### src/rtl/modulo_controle_engarrafamento_param.sv
// modulo_controle_engarrafamento_param: bottling line controller with cork reservoir and batch counters
module modulo_controle_engarrafamento_param #(
  parameter int LOTE = 12,
  parameter int LOTES_MAX = 10,
  parameter int CAP_ROLHAS = 99,
  parameter int LIMIAR_ROLHAS = 5,
  parameter int RECARGA = 20,
  localparam int WR = $clog2(CAP_ROLHAS + 1),
  localparam int WG = $clog2(LOTE),
  localparam int WL = $clog2(LOTES_MAX)
) (
  input  logic          clk,
  input  logic          clr,
  input  logic          enable,
  input  logic          pg,
  input  logic          ch,
  input  logic          cq,
  input  logic          op_add,
  input  logic          op_recarga,
  output logic          m,
  output logic          ev,
  output logic          ve,
  output logic          al,
  output logic [1:0]    estado,
  output logic [WR-1:0] rolhas,
  output logic [WG-1:0] cnt_garrafas,
  output logic [WL-1:0] cnt_lotes,
  output logic          lote_ok
);
  localparam int WN = WR + 2;
  typedef enum logic [1:0] {PARADO = 2'b00, TRANSPORTE = 2'b01, ENCHENDO = 2'b10, VEDANDO = 2'b11} state_t;
  state_t state, state_d;
  logic add_q, rec_q, add_e, rec_e, cons, wrap_g;
  logic signed [WN-1:0] net;
  logic [WR-1:0] rolhas_d;
  assign add_e = op_add & ~add_q;
  assign rec_e = op_recarga & ~rec_q;
  // a stop request wins over sealing, so no cork is consumed when enable drops in VEDANDO
  assign cons = enable && state == VEDANDO && cq;
  assign wrap_g = cnt_garrafas == WG'(LOTE - 1);
  assign net = $signed({2'b00, rolhas}) - $signed(WN'(cons)) + $signed(WN'(add_e))
             + (rec_e ? $signed(WN'(RECARGA)) : $signed(WN'(0)));
  assign rolhas_d = net[WN-1] ? '0 : net > $signed(WN'(CAP_ROLHAS)) ? WR'(CAP_ROLHAS) : net[WR-1:0];
  assign m = state == TRANSPORTE;
  assign ev = state == ENCHENDO;
  assign ve = state == VEDANDO;
  assign al = rolhas < WR'(LIMIAR_ROLHAS);
  assign estado = state;
  always_comb begin
    state_d = state;
    if (!enable) state_d = PARADO;
    else
      case (state)
        PARADO:     state_d = |rolhas ? TRANSPORTE : PARADO;
        TRANSPORTE: state_d = pg ? ENCHENDO : TRANSPORTE;
        ENCHENDO:   state_d = ch && |rolhas ? VEDANDO : ENCHENDO;
        VEDANDO:    state_d = cq ? TRANSPORTE : VEDANDO;
      endcase
  end
  always_ff @(posedge clk) begin
    if (!clr) begin
      state <= PARADO;
      rolhas <= '0;
      cnt_garrafas <= '0;
      cnt_lotes <= '0;
      lote_ok <= 1'b0;
      add_q <= 1'b0;
      rec_q <= 1'b0;
    end else begin
      state <= state_d;
      rolhas <= rolhas_d;
      add_q <= op_add;
      rec_q <= op_recarga;
      lote_ok <= cons && wrap_g;
      if (cons) begin
        cnt_garrafas <= wrap_g ? '0 : cnt_garrafas + WG'(1);
        if (wrap_g) cnt_lotes <= cnt_lotes == WL'(LOTES_MAX - 1) ? '0 : cnt_lotes + WL'(1);
      end
    end
  end
endmodule

### config.mk
export PLATFORM = sky130hd
export DESIGN_NAME = modulo_controle_engarrafamento_param
export DESIGN_NICKNAME = d
export VERILOG_FILES = /design/src/rtl/modulo_controle_engarrafamento_param.sv
export SDC_FILE = /design/constraint.sdc
export NUM_CORES = 1
export LEC_CHECK = 0
export ABC_AREA = 0
export CAP_MARGIN = 20
export CORE_MARGIN = 4
export CORE_UTILIZATION = 53
export CTS_CLUSTER_SIZE = 14
export DETAILED_ROUTE_END_ITERATION = 10
export GPL_ROUTABILITY_DRIVEN = 1
export PLACE_DENSITY = 0.91
export SETUP_SLACK_MARGIN = 0.5
export SLEW_MARGIN = 30
export SYNTH_ARGS = -nofsm -noshare
export SYNTH_HDL_FRONTEND = slang
export SYNTH_SLANG_ARGS = --single-unit
### constraint.sdc
create_clock -name clk -period 7.5 [get_ports clk]
set_input_delay 1.5 -clock clk [delete_from_list [all_inputs] [get_ports clk]]
set_output_delay 1.5 -clock clk [all_outputs]
set_load 0.1 [all_outputs]
==> impl_metrics.env, run 1 <==
export IMPL_n_antenna_cell=0
export IMPL_cp_top_family="compound AO/OA/AOI/OAI gates"
export IMPL_worstHoldPathCells=2
export IMPL_synth_yosys_seq_area_share_pct=31.53
export IMPL_io_pins=30
export IMPL_synthMuxAreaShare_pct=0.7882
export IMPL_timing_reg2reg_worst_path_depth=12
export IMPL_finClkSkew_ns=0.01017
export IMPL_yosys_area_share_xor_xnor_pct=8.276
export IMPL_n_fill_cell=184
export IMPL_endpoint_kind="flip-flop"
export IMPL_worstSkewPairLatency_ns=0.30
export IMPL_pre_cts_slack_ns=2.607
export IMPL_cts_buffer_depth=2
export IMPL_post_cts_buffers=0
export IMPL_synth_compound_area_share_pct=18.92
export IMPL_max_cap_violations=0
export IMPL_overflow=0
export IMPL_fin_ws_ns=2.857
export IMPL_synth_simple_gate_area_share_pct=31.53
export IMPL_ir_drop_mv=0.1102
export IMPL_ctsResizeCount=0
export IMPL_clkSinkCount=20
export IMPL_max_slew_margin_rel_pct=32.79
export IMPL_cpMostUsedCell="ha_1"
export IMPL_period_needed_ns=4.643
export IMPL_start_util_pct=56.33
export IMPL_synth_cell_types=41
export IMPL_place_area_sq_mm=0.001588
export IMPL_cpPeakStageDelay_ns=0.50
export IMPL_p_leak_nw=0.6009
export IMPL_arrival_ns=4.85
export IMPL_fmax_ghz=0.2154
export IMPL_slowest_stage="clkdlybuf4s50_1"
export IMPL_holdCritStartpoint="cnt_garrafas[2]$_SDFFE_PN0P_"
export IMPL_async_reset_ff_share_pct=0
export IMPL_final_hold_violation_count=0
export IMPL_dr_pass1_iters=4
export IMPL_utilization_pct=72.03
export IMPL_track_usage_pct=18.81
export IMPL_grt_pass1_wl_mm=4.961
export IMPL_finalSetupTns_ns=0
export IMPL_hold_class="flip-flop to flip-flop"
export IMPL_cts_buffers_inserted=3
export IMPL_cp_num_buf_inv=1
export IMPL_synth_fa_ha_area_share_pct=6.897
export IMPL_setup_viol=0
export IMPL_synth_top_family_by_area="simple AND/OR/NAND/NOR gates"
export IMPL_final_nets=200
export IMPL_layout_area_overhead_vs_synth_pct=27.88
export IMPL_fin_crit_sh_pct=61.91
export IMPL_regArea_sq_um=400.4
export IMPL_crit_start="enable"
export IMPL_drt_iter0_markers=62
export IMPL_clk_pin_slew_ns=0.11
export IMPL_synthFlopType="dfxtp_1"
export IMPL_wirelength_mm=3.068
export IMPL_place_congestion=0.8552
export IMPL_worstMarginPinSlew_ns=1.005
export IMPL_cts_hold_buf=0
export IMPL_core_rowCount=17
export IMPL_hold_end="cnt_garrafas[2]$_SDFFE_PN0P_"
export IMPL_worst_r2r_endpoint="rolhas[2]$_SDFF_PP0_"
export IMPL_synth_seq_cells=20
export IMPL_vias=1234
export IMPL_finalInstanceArea_sq_mm=0.001624
export IMPL_rsz0062_at_grt="no"
export IMPL_remaining_drc_errors=0
export IMPL_portBuffers=29
export IMPL_wl_per_cell_microns=14.47
export IMPL_path_cells="clkdlybuf4s50_1 > and4_1 > ha_1 > ha_1 > nand2_1 > xnor2_1 > ha_1 > o21a_1 > a31oi_1 > a21oi_1 > nand3_1 > and3_2 > a211oi_1"
export IMPL_critPathLaunchType="primary input"
export IMPL_cts_htree_levels=1
export IMPL_chipWidth_microns=56.95
export IMPL_synth_area_per_cell_sq_um=8.300
export IMPL_drive_gt1_share_pct=8.152
export IMPL_crit_type="primary input to flip-flop"
export IMPL_root_buffer="clkbuf_4"
export IMPL_core_area_sq_mm=0.002255
export IMPL_timing_rr_start="estado[1]$_SDFF_PN0_"
export IMPL_power_density_mw_per_mm2=172.7
export IMPL_antenna_found_initial=0
export IMPL_layout_commonest_cell="clkdlybuf4s50_1"
export IMPL_hpwl_mm=2.462
export IMPL_die_y_microns=56.95
export IMPL_die_area_sq_mm=0.003243
export IMPL_multiInputGateArea_sq_um=843.3
export IMPL_slew_viol_final=0
export IMPL_synth_edf_count=0
export IMPL_yosys_warnings=0
export IMPL_cts_tree="yes"
export IMPL_synthCells=153
export IMPL_final_cell_mix="clkdlybuf4s50_1, dfxtp_1, nand2_1, nor2_1"
export IMPL_ff2ff_setup_slack_ns=4.12
export IMPL_crit_fanout=6
export IMPL_status="finished clean"
export IMPL_antenna_left=0
export IMPL_syn_area_sq_mm=0.001270
export IMPL_vias_per_cell=5.821
export IMPL_worst_path_stages=13
export IMPL_grt_max_degree=14
export IMPL_synth_fp_nets=168
export IMPL_grt_pass1_vias=1077
export IMPL_critPathRequiredTime_ns=7.71
-- metal layers --
| layer | wire length [microns] | global-route usage (%) |
|---|---|---|
| met5 | 0 | 0 |
| met4 | 0 | 2.980 |
| met3 | 151 | 3.620 |
| met2 | 1479 | 32.63 |
| met1 | 1437 | 24.65 |
-- state kept, by name, summed over array words and instances, names as in the netlist --
signal,flops
estado,2
cnt_lotes,4
lote_ok,1
cnt_garrafas,4
rolhas,7
add_q,1
rec_q,1
-- worst max-delay path by stage --
stage               slack [ns]              endpoint
floorplan                 3.31                    al
global placement          2.81  rolhas[3]$_SDFF_PP0_
detailed placement        2.61  rolhas[2]$_SDFF_PP0_
CTS                       2.93  rolhas[2]$_SDFF_PP0_
global route              2.71  rolhas[2]$_SDFF_PP0_
finish                    2.86  rolhas[2]$_SDFF_PP0_
-- cell type report --
class / instances / share of cell area, %
multi-input combinational: 126 / 51.93
sequential: 20 / 24.65
timing repair buffer: 29 / 17.87
clock buffer: 4 / 2.234
tap: 28 / 2.157
inverter: 5 / 1.156
-- Yosys cell counts, types with 3 or more instances --
cell | count | share of area, %
a211oi_1 | 5 | 3.0
a31oi_1 | 3 | 1.5
nor3_1 | 6 | 2.4
o21ai_0 | 8 | 3.2
nor2_1 | 11 | 3.3
and2_1 | 7 | 3.4
nor4_1 | 3 | 1.5
nand2_1 | 13 | 3.8
xor2_1 | 6 | 4.1
ha_1 | 7 | 6.9
o21a_1 | 3 | 1.8
xnor2_1 | 6 | 4.1
a21oi_1 | 7 | 2.8
dfxtp_1 | 20 | 32
nor2b_1 | 8 | 3.9
nand3_1 | 5 | 2.0
inv_1 | 5 | 1.5
-- cells by family after synthesis --
| group | after synthesis |
|---|---|
| AO/OA/AOI/OAI | 36 |
| XOR/XNOR | 12 |
| flip-flops | 20 |
| multiplexers | 1 |
| buffers and inverters | 7 |
| adder cells (fa/ha/maj) | 7 |
| AND/OR/NAND/NOR | 70 |
-- worst min-delay path: cells and delay by family, from the launching register on --
family,cells,cell delay [ns]
AO/OA/AOI/OAI,1,0.07
AND/OR/NAND/NOR,1,0.06
flip-flops,1,0.35
-- stage by stage --
step | hold slack [ns] | cells | power (mW)
2_1_floorplan | 0.7040 | 153 | 0.1958
3_3_place_gp | 0.4928 | 208 | 0.2191
3_5_place_dp | 0.5030 | 208 | 0.2203
4_1_cts | 0.5184 | 212 | 0.2818
5_1_grt | 0.5648 | 212 | 0.2936
6_report | 0.5145 | 212 | 0.2805
-- power breakdown --
| part | switching, mW | internal [mW] | leakage, nW |
|---|---|---|---|
| Clock | 0.0322 | 0.0296 | 0.0210 |
| Combinational | 0.0695 | 0.0317 | 0.417 |
| Sequential | 0.00685 | 0.111 | 0.163 |
Note: power is estimated with default switching activity, not from simulation.
==> inputs of run 2 (changes only) <==
Settings changed: CORE_UTILIZATION 53 to 44, PLACE_DENSITY 0.91 to 0.82.
Clock period 7.5 ns to 3.8 ns, I/O delays scaled along.
==> impl_metrics.env, run 2 (same netlist as run 1, synthesis figures left out) <==
export IMPL_largest_register="rolhas"
export IMPL_start_util_pct=46.05
export IMPL_n_fill_cell=234
export IMPL_layout_area_overhead_vs_synth_pct=43.45
export IMPL_final_hold_violation_count=0
export IMPL_drive_gt1_share_pct=22.40
export IMPL_crit_fanout=4
export IMPL_timing_rr_start="estado[0]$_SDFF_PN0_"
export IMPL_grt_pass1_vias=1326
export IMPL_grt_max_degree=14
export IMPL_arrival_ns=3.42
export IMPL_cpPeakStageDelay_ns=0.39
export IMPL_core_area_sq_mm=0.002758
export IMPL_final_cell_mix="clkdlybuf4s50_1, dfxtp_1, nand2_1, nor2_1, buf_4"
export IMPL_cp_top_family="simple AND/OR/NAND/NOR gates"
export IMPL_wl_per_cell_microns=16.87
export IMPL_path_cells="dlygate4sd2_1 > and4_4 > ha_4 > ha_4 > xor2_1 > ha_1 > nand2_1 > o21ba_4 > nor4_4 > a211oi_2 > or3_4 > a211oi_2"
export IMPL_fin_ws_ns=0.6031
export IMPL_setup_viol=0
export IMPL_endpoint_kind="flip-flop"
export IMPL_pre_cts_slack_ns=0.02765
export IMPL_root_buffer="clkbuf_4"
export IMPL_hold_end="estado[1]$_SDFF_PN0_"
export IMPL_remaining_drc_errors=0
export IMPL_critPathRequiredTime_ns=4.03
export IMPL_max_cap_violations=0
export IMPL_ir_drop_mv=0.3517
export IMPL_ff2ff_setup_slack_ns=0.94
export IMPL_layout_commonest_cell="clkdlybuf4s50_1"
export IMPL_crit_type="primary input to flip-flop"
export IMPL_vias=1319
export IMPL_vias_per_cell=5.915
export IMPL_finClkSkew_ns=0.01296
export IMPL_cp_num_buf_inv=1
export IMPL_cts_htree_levels=1
export IMPL_n_antenna_cell=0
export IMPL_dr_pass1_iters=4
export IMPL_track_usage_pct=20.98
export IMPL_portBuffers=29
export IMPL_antenna_left=0
export IMPL_worstHoldPathCells=2
export IMPL_wirelength_mm=3.762
export IMPL_critPathLaunchType="primary input"
export IMPL_cts_tree="yes"
export IMPL_drt_iter0_markers=66
export IMPL_overflow=0
export IMPL_hold_class="flip-flop to flip-flop"
export IMPL_final_nets=208
export IMPL_power_density_mw_per_mm2=353.5
export IMPL_cts_buffers_inserted=3
export IMPL_holdCritStartpoint="estado[1]$_SDFF_PN0_"
export IMPL_cts_buffer_depth=2
export IMPL_rsz0062_at_grt="no"
export IMPL_chipWidth_microns=61.73
export IMPL_largest_register_ffs=7
export IMPL_fmax_ghz=0.3128
export IMPL_grt_pass1_wl_mm=5.906
export IMPL_die_area_sq_mm=0.003810
export IMPL_worstSkewPairLatency_ns=0.31
export IMPL_hpwl_mm=2.711
export IMPL_die_y_microns=61.73
export IMPL_slew_viol_final=0
export IMPL_reg_top3="rolhas (7), cnt_garrafas (4), cnt_lotes (4)"
export IMPL_io_pins=30
export IMPL_fin_crit_sh_pct=84.13
export IMPL_p_leak_nw=0.6724
export IMPL_worstMarginPinSlew_ns=1.003
export IMPL_max_slew_margin_rel_pct=32.94
export IMPL_clk_pin_slew_ns=0.12
export IMPL_period_needed_ns=3.197
export IMPL_antenna_found_initial=0
export IMPL_slowest_stage="or3_4"
export IMPL_status="finished clean"
export IMPL_clkSinkCount=20
export IMPL_timing_reg2reg_worst_path_depth=11
export IMPL_finalSetupTns_ns=0
export IMPL_worst_r2r_endpoint="rolhas[3]$_SDFF_PP0_"
export IMPL_place_congestion=0.8975
export IMPL_core_rowCount=19
[run 2: worst max path at each step]
stage | from | to | slack [ns] | depth (start not counted)
2_1_floorplan | cq | rolhas[2]$_SDFF_PP0_ | 0.50 | 13
3_3_place_gp | cq | rolhas[4]$_SDFF_PP0_ | 0.13 | 12
3_5_place_dp | enable | rolhas[2]$_SDFF_PP0_ | 0.03 | 12
4_1_cts | cq | rolhas[3]$_SDFF_PP0_ | 0.67 | 12
5_1_grt | cq | rolhas[3]$_SDFF_PP0_ | 0.50 | 12
6_report | cq | rolhas[3]$_SDFF_PP0_ | 0.60 | 12
[run 2: timing repair]
action	in CTS	in global routing
setup buffers	2	0
pin swaps	8	0
setup endpoints to repair	6	1
resized for setup	18	1
hold buffers	0	0
[run 2: metal layers]
metal,up-vias,part of all wire (%),track usage [%]
met3,13,5.3,4.959
met2,55,52,35.72
met1,620,40,24.75
met5,-,0,0
met4,0,3.3,10.00
li1,631,-,-
[run 2: tightest hold or removal path, stage by stage, from the launching register on]
cell and delay [ns]:
dfxtp_4 0.38, nand2_1 0.06, a21oi_1 0.05
[run 2: through the flow]
step | power [mW] | hold slack [ns] | cell area, sq um | instances | utilization, %
finish | 0.6440 | 0.5143 | 1822 | 223 | 66.06
floorplan | 0.3911 | 0.6165 | 1304 | 153 | -
detailed placement | 0.4504 | 0.4935 | 1667 | 217 | 60.44
CTS | 0.6400 | 0.5147 | 1815 | 223 | 65.83
global route | 0.6640 | 0.5498 | 1822 | 223 | 66.06
global placement | 0.4463 | 0.4887 | 1667 | 217 | 60.44
[run 2: final cells by class]
| class | count | area (sq um) | area share, % |
|---|---|---|---|
| multi-input cells | 126 | 957.2 | 52.54 |
| flip-flops and latches | 20 | 409.1 | 22.46 |
| repair buffers | 37 | 345.3 | 18.96 |
| well taps | 31 | 38.79 | 2.129 |
| clock inverters | 1 | 30.03 | 1.648 |
| clock buffers | 3 | 22.52 | 1.236 |
| inverters | 5 | 18.77 | 1.030 |
[run 2: power by group]
part | internal [mW] | total, mW | switching, mW
Clock | 0.107 | 0.173 | 0.0662
Combinational | 0.0815 | 0.239 | 0.158
Sequential | 0.218 | 0.232 | 0.0134
==> inputs of run 3 (changes only) <==
Clock period 3.8 ns to 2.57 ns, I/O delays scaled along.
==> impl_metrics.env, run 3 (same netlist as run 1, synthesis figures left out) <==
export IMPL_reg_top3="rolhas (7), cnt_garrafas (4), cnt_lotes (4)"
export IMPL_clkSinkCount=20
export IMPL_critPathLaunchType="primary input"
export IMPL_largest_register_ffs=7
export IMPL_fin_ws_ns=-0.3049
export IMPL_antenna_left=0
export IMPL_ir_drop_mv=0.4958
export IMPL_fin_total_pwr_mw=1.009
export IMPL_die_area_sq_mm=0.003810
export IMPL_largest_register="rolhas"
export IMPL_overflow=0
export IMPL_place_congestion=0.8827
export IMPL_portBuffers=29
export IMPL_fin_crit_sh_pct=111.9
export IMPL_hpwl_mm=2.941
export IMPL_layout_commonest_cell="buf_4"
export IMPL_final_cell_mix="buf_4, nand2_1, nor2_1, dfxtp_1, nor2b_1"
export IMPL_n_antenna_cell=0
export IMPL_drt_iter0_markers=68
export IMPL_crit_fanout=3
export IMPL_status="finished, violations left"
export IMPL_start_util_pct=46.05
export IMPL_endpoint_kind="flip-flop"
export IMPL_cts_tree="yes"
export IMPL_wl_per_cell_microns=18.27
export IMPL_violations="negative setup slack"
export IMPL_fmax_ghz=0.3478
export IMPL_final_nets=245
export IMPL_core_rowCount=19
export IMPL_dr_pass1_iters=4
export IMPL_p_int_uw=610.5
export IMPL_max_cap_violations=0
export IMPL_crit_type="primary input to flip-flop"
export IMPL_layout_cells_non_filler=260
export IMPL_clkPwrFrac_pct=22.9
export IMPL_grt_max_degree=14
export IMPL_layout_area_overhead_vs_synth_pct=70.64
export IMPL_cts_buffer_depth=2
export IMPL_antenna_found_initial=0
export IMPL_worstSkewPairLatency_ns=0.31
export IMPL_hold_class="primary input to flip-flop"
export IMPL_slew_viol_final=0
export IMPL_critPathRequiredTime_ns=2.81
export IMPL_finClkSkew_ns=0.003480
export IMPL_track_usage_pct=25.69
export IMPL_clk_pin_slew_ns=0.13
export IMPL_vias_per_cell=5.946
export IMPL_switchingPower_uw=399.0
export IMPL_max_slew_margin_rel_pct=67.75
export IMPL_n_fill_cell=177
export IMPL_pre_cts_slack_ns=-0.8459
export IMPL_ff2ff_setup_slack_ns=-0.29
export IMPL_core_area_sq_mm=0.002758
export IMPL_io_pins=30
export IMPL_combPwrFrac_pct=43.4
export IMPL_rsz0062_at_grt="yes"
export IMPL_arrival_ns=3.11
export IMPL_finalSetupTns_ns=-1.762
export IMPL_final_hold_violation_count=0
export IMPL_remaining_drc_errors=0
export IMPL_wirelength_mm=4.750
export IMPL_power_density_mw_per_mm2=465.8
export IMPL_placed_cells=244
export IMPL_grt_pass1_wl_mm=7.176
export IMPL_vias=1546
export IMPL_die_y_microns=61.73
export IMPL_setup_viol=7
export IMPL_cts_buffers_inserted=3
export IMPL_chipWidth_microns=61.73
export IMPL_drive_gt1_share_pct=54.59
export IMPL_period_needed_ns=2.875
export IMPL_root_buffer="clkbuf_4"
export IMPL_worstMarginPinSlew_ns=0.4823
export IMPL_seqPwrFrac_pct=33.7
export IMPL_cts_htree_levels=1
export IMPL_p_leak_nw=0.9322
export IMPL_switching_share_pct=39.52
export IMPL_grt_pass1_vias=1533
==> run 3: cell types whose count changed in the layout (fill, tap and decap cells not counted), sizes merged <==
cell and delta:
buf +60, clkbuf +1, bufinv -1, dlygate4sd2 -2, clkdlybuf4s50 -21
==> run 3: worst max-delay path, cell delays in order <==
cell and delay, ns:
clkdlybuf4s50_1 0.47, nor2b_1 0.20, ha_1 0.22, ha_1 0.26, buf_4 0.15, and2_2 0.19
o21ai_0 0.16, a21oi_2 0.28, a211oi_2 0.09, or3_4 0.41, a211oi_2 0.17
==> run 3: repair_timing <==
item,in CTS,in global routing
pin swaps,18,14
gates cloned,0,0
hold buffers,0,0
gates resized for setup,23,11
setup endpoints to repair,9,8
setup buffers,8,4
==> run 3: final cells by class <==
cell class / count / area (sq um) / area share, %
Multi-Input combinational cell: 126 / 1059 / 48.85
Timing Repair Buffer: 74 / 579.3 / 26.73
Sequential cell: 20 / 424.2 / 19.57
Clock buffer: 4 / 47.55 / 2.194
Tap cell: 31 / 38.79 / 1.790
Inverter: 5 / 18.77 / 0.8661
==> run 3: per-stage QoR <==
| step | hold WS [ns] | utilization [%] | cell area [sq um] |
|---|---|---|---|
| floorplan | 0.6165 | - | 1393 |
| global placement | 0.4940 | 69.24 | 1909 |
| detailed placement | 0.5233 | 69.24 | 1909 |
| CTS | 0.4618 | 76.04 | 2097 |
| global route | 0.4970 | 78.58 | 2167 |
| finish | 0.4711 | 78.58 | 2167 |
==> run 3: metal layers <==
layer / wire length (microns) / vias up / global-route usage, %
met5: 0 / - / 0
met4: 136 / 0 / 11.52
met3: 289 / 16 / 4.545
met2: 2403 / 69 / 47.68
met1: 1920 / 753 / 28.20
li1: - / 708 / -
==> run 3: power by group through the flow <==
stage,combinational (mW),clock [mW],sequential (mW)
final,0.438,0.232,0.340
after global routing,0.455,0.244,0.342
after CTS,0.410,0.230,0.338
after detailed placement,0.363,0,0.347
after global placement,0.356,0,0.346
after floorplan,0.165,0,0.427
==> run 3: worst paths after layout <==
check,endpoint,startpoint,cells past startpoint
hold reg to reg,cnt_lotes[3]$_SDFFE_PN0P_,cnt_lotes[3]$_SDFFE_PN0P_,2
setup / recovery,rolhas[4]$_SDFF_PP0_,op_add,11
hold / removal,estado[1]$_SDFF_PN0_,enable,3
setup reg to reg,rolhas[1]$_SDFF_PP0_,estado[1]$_SDFF_PN0_,14
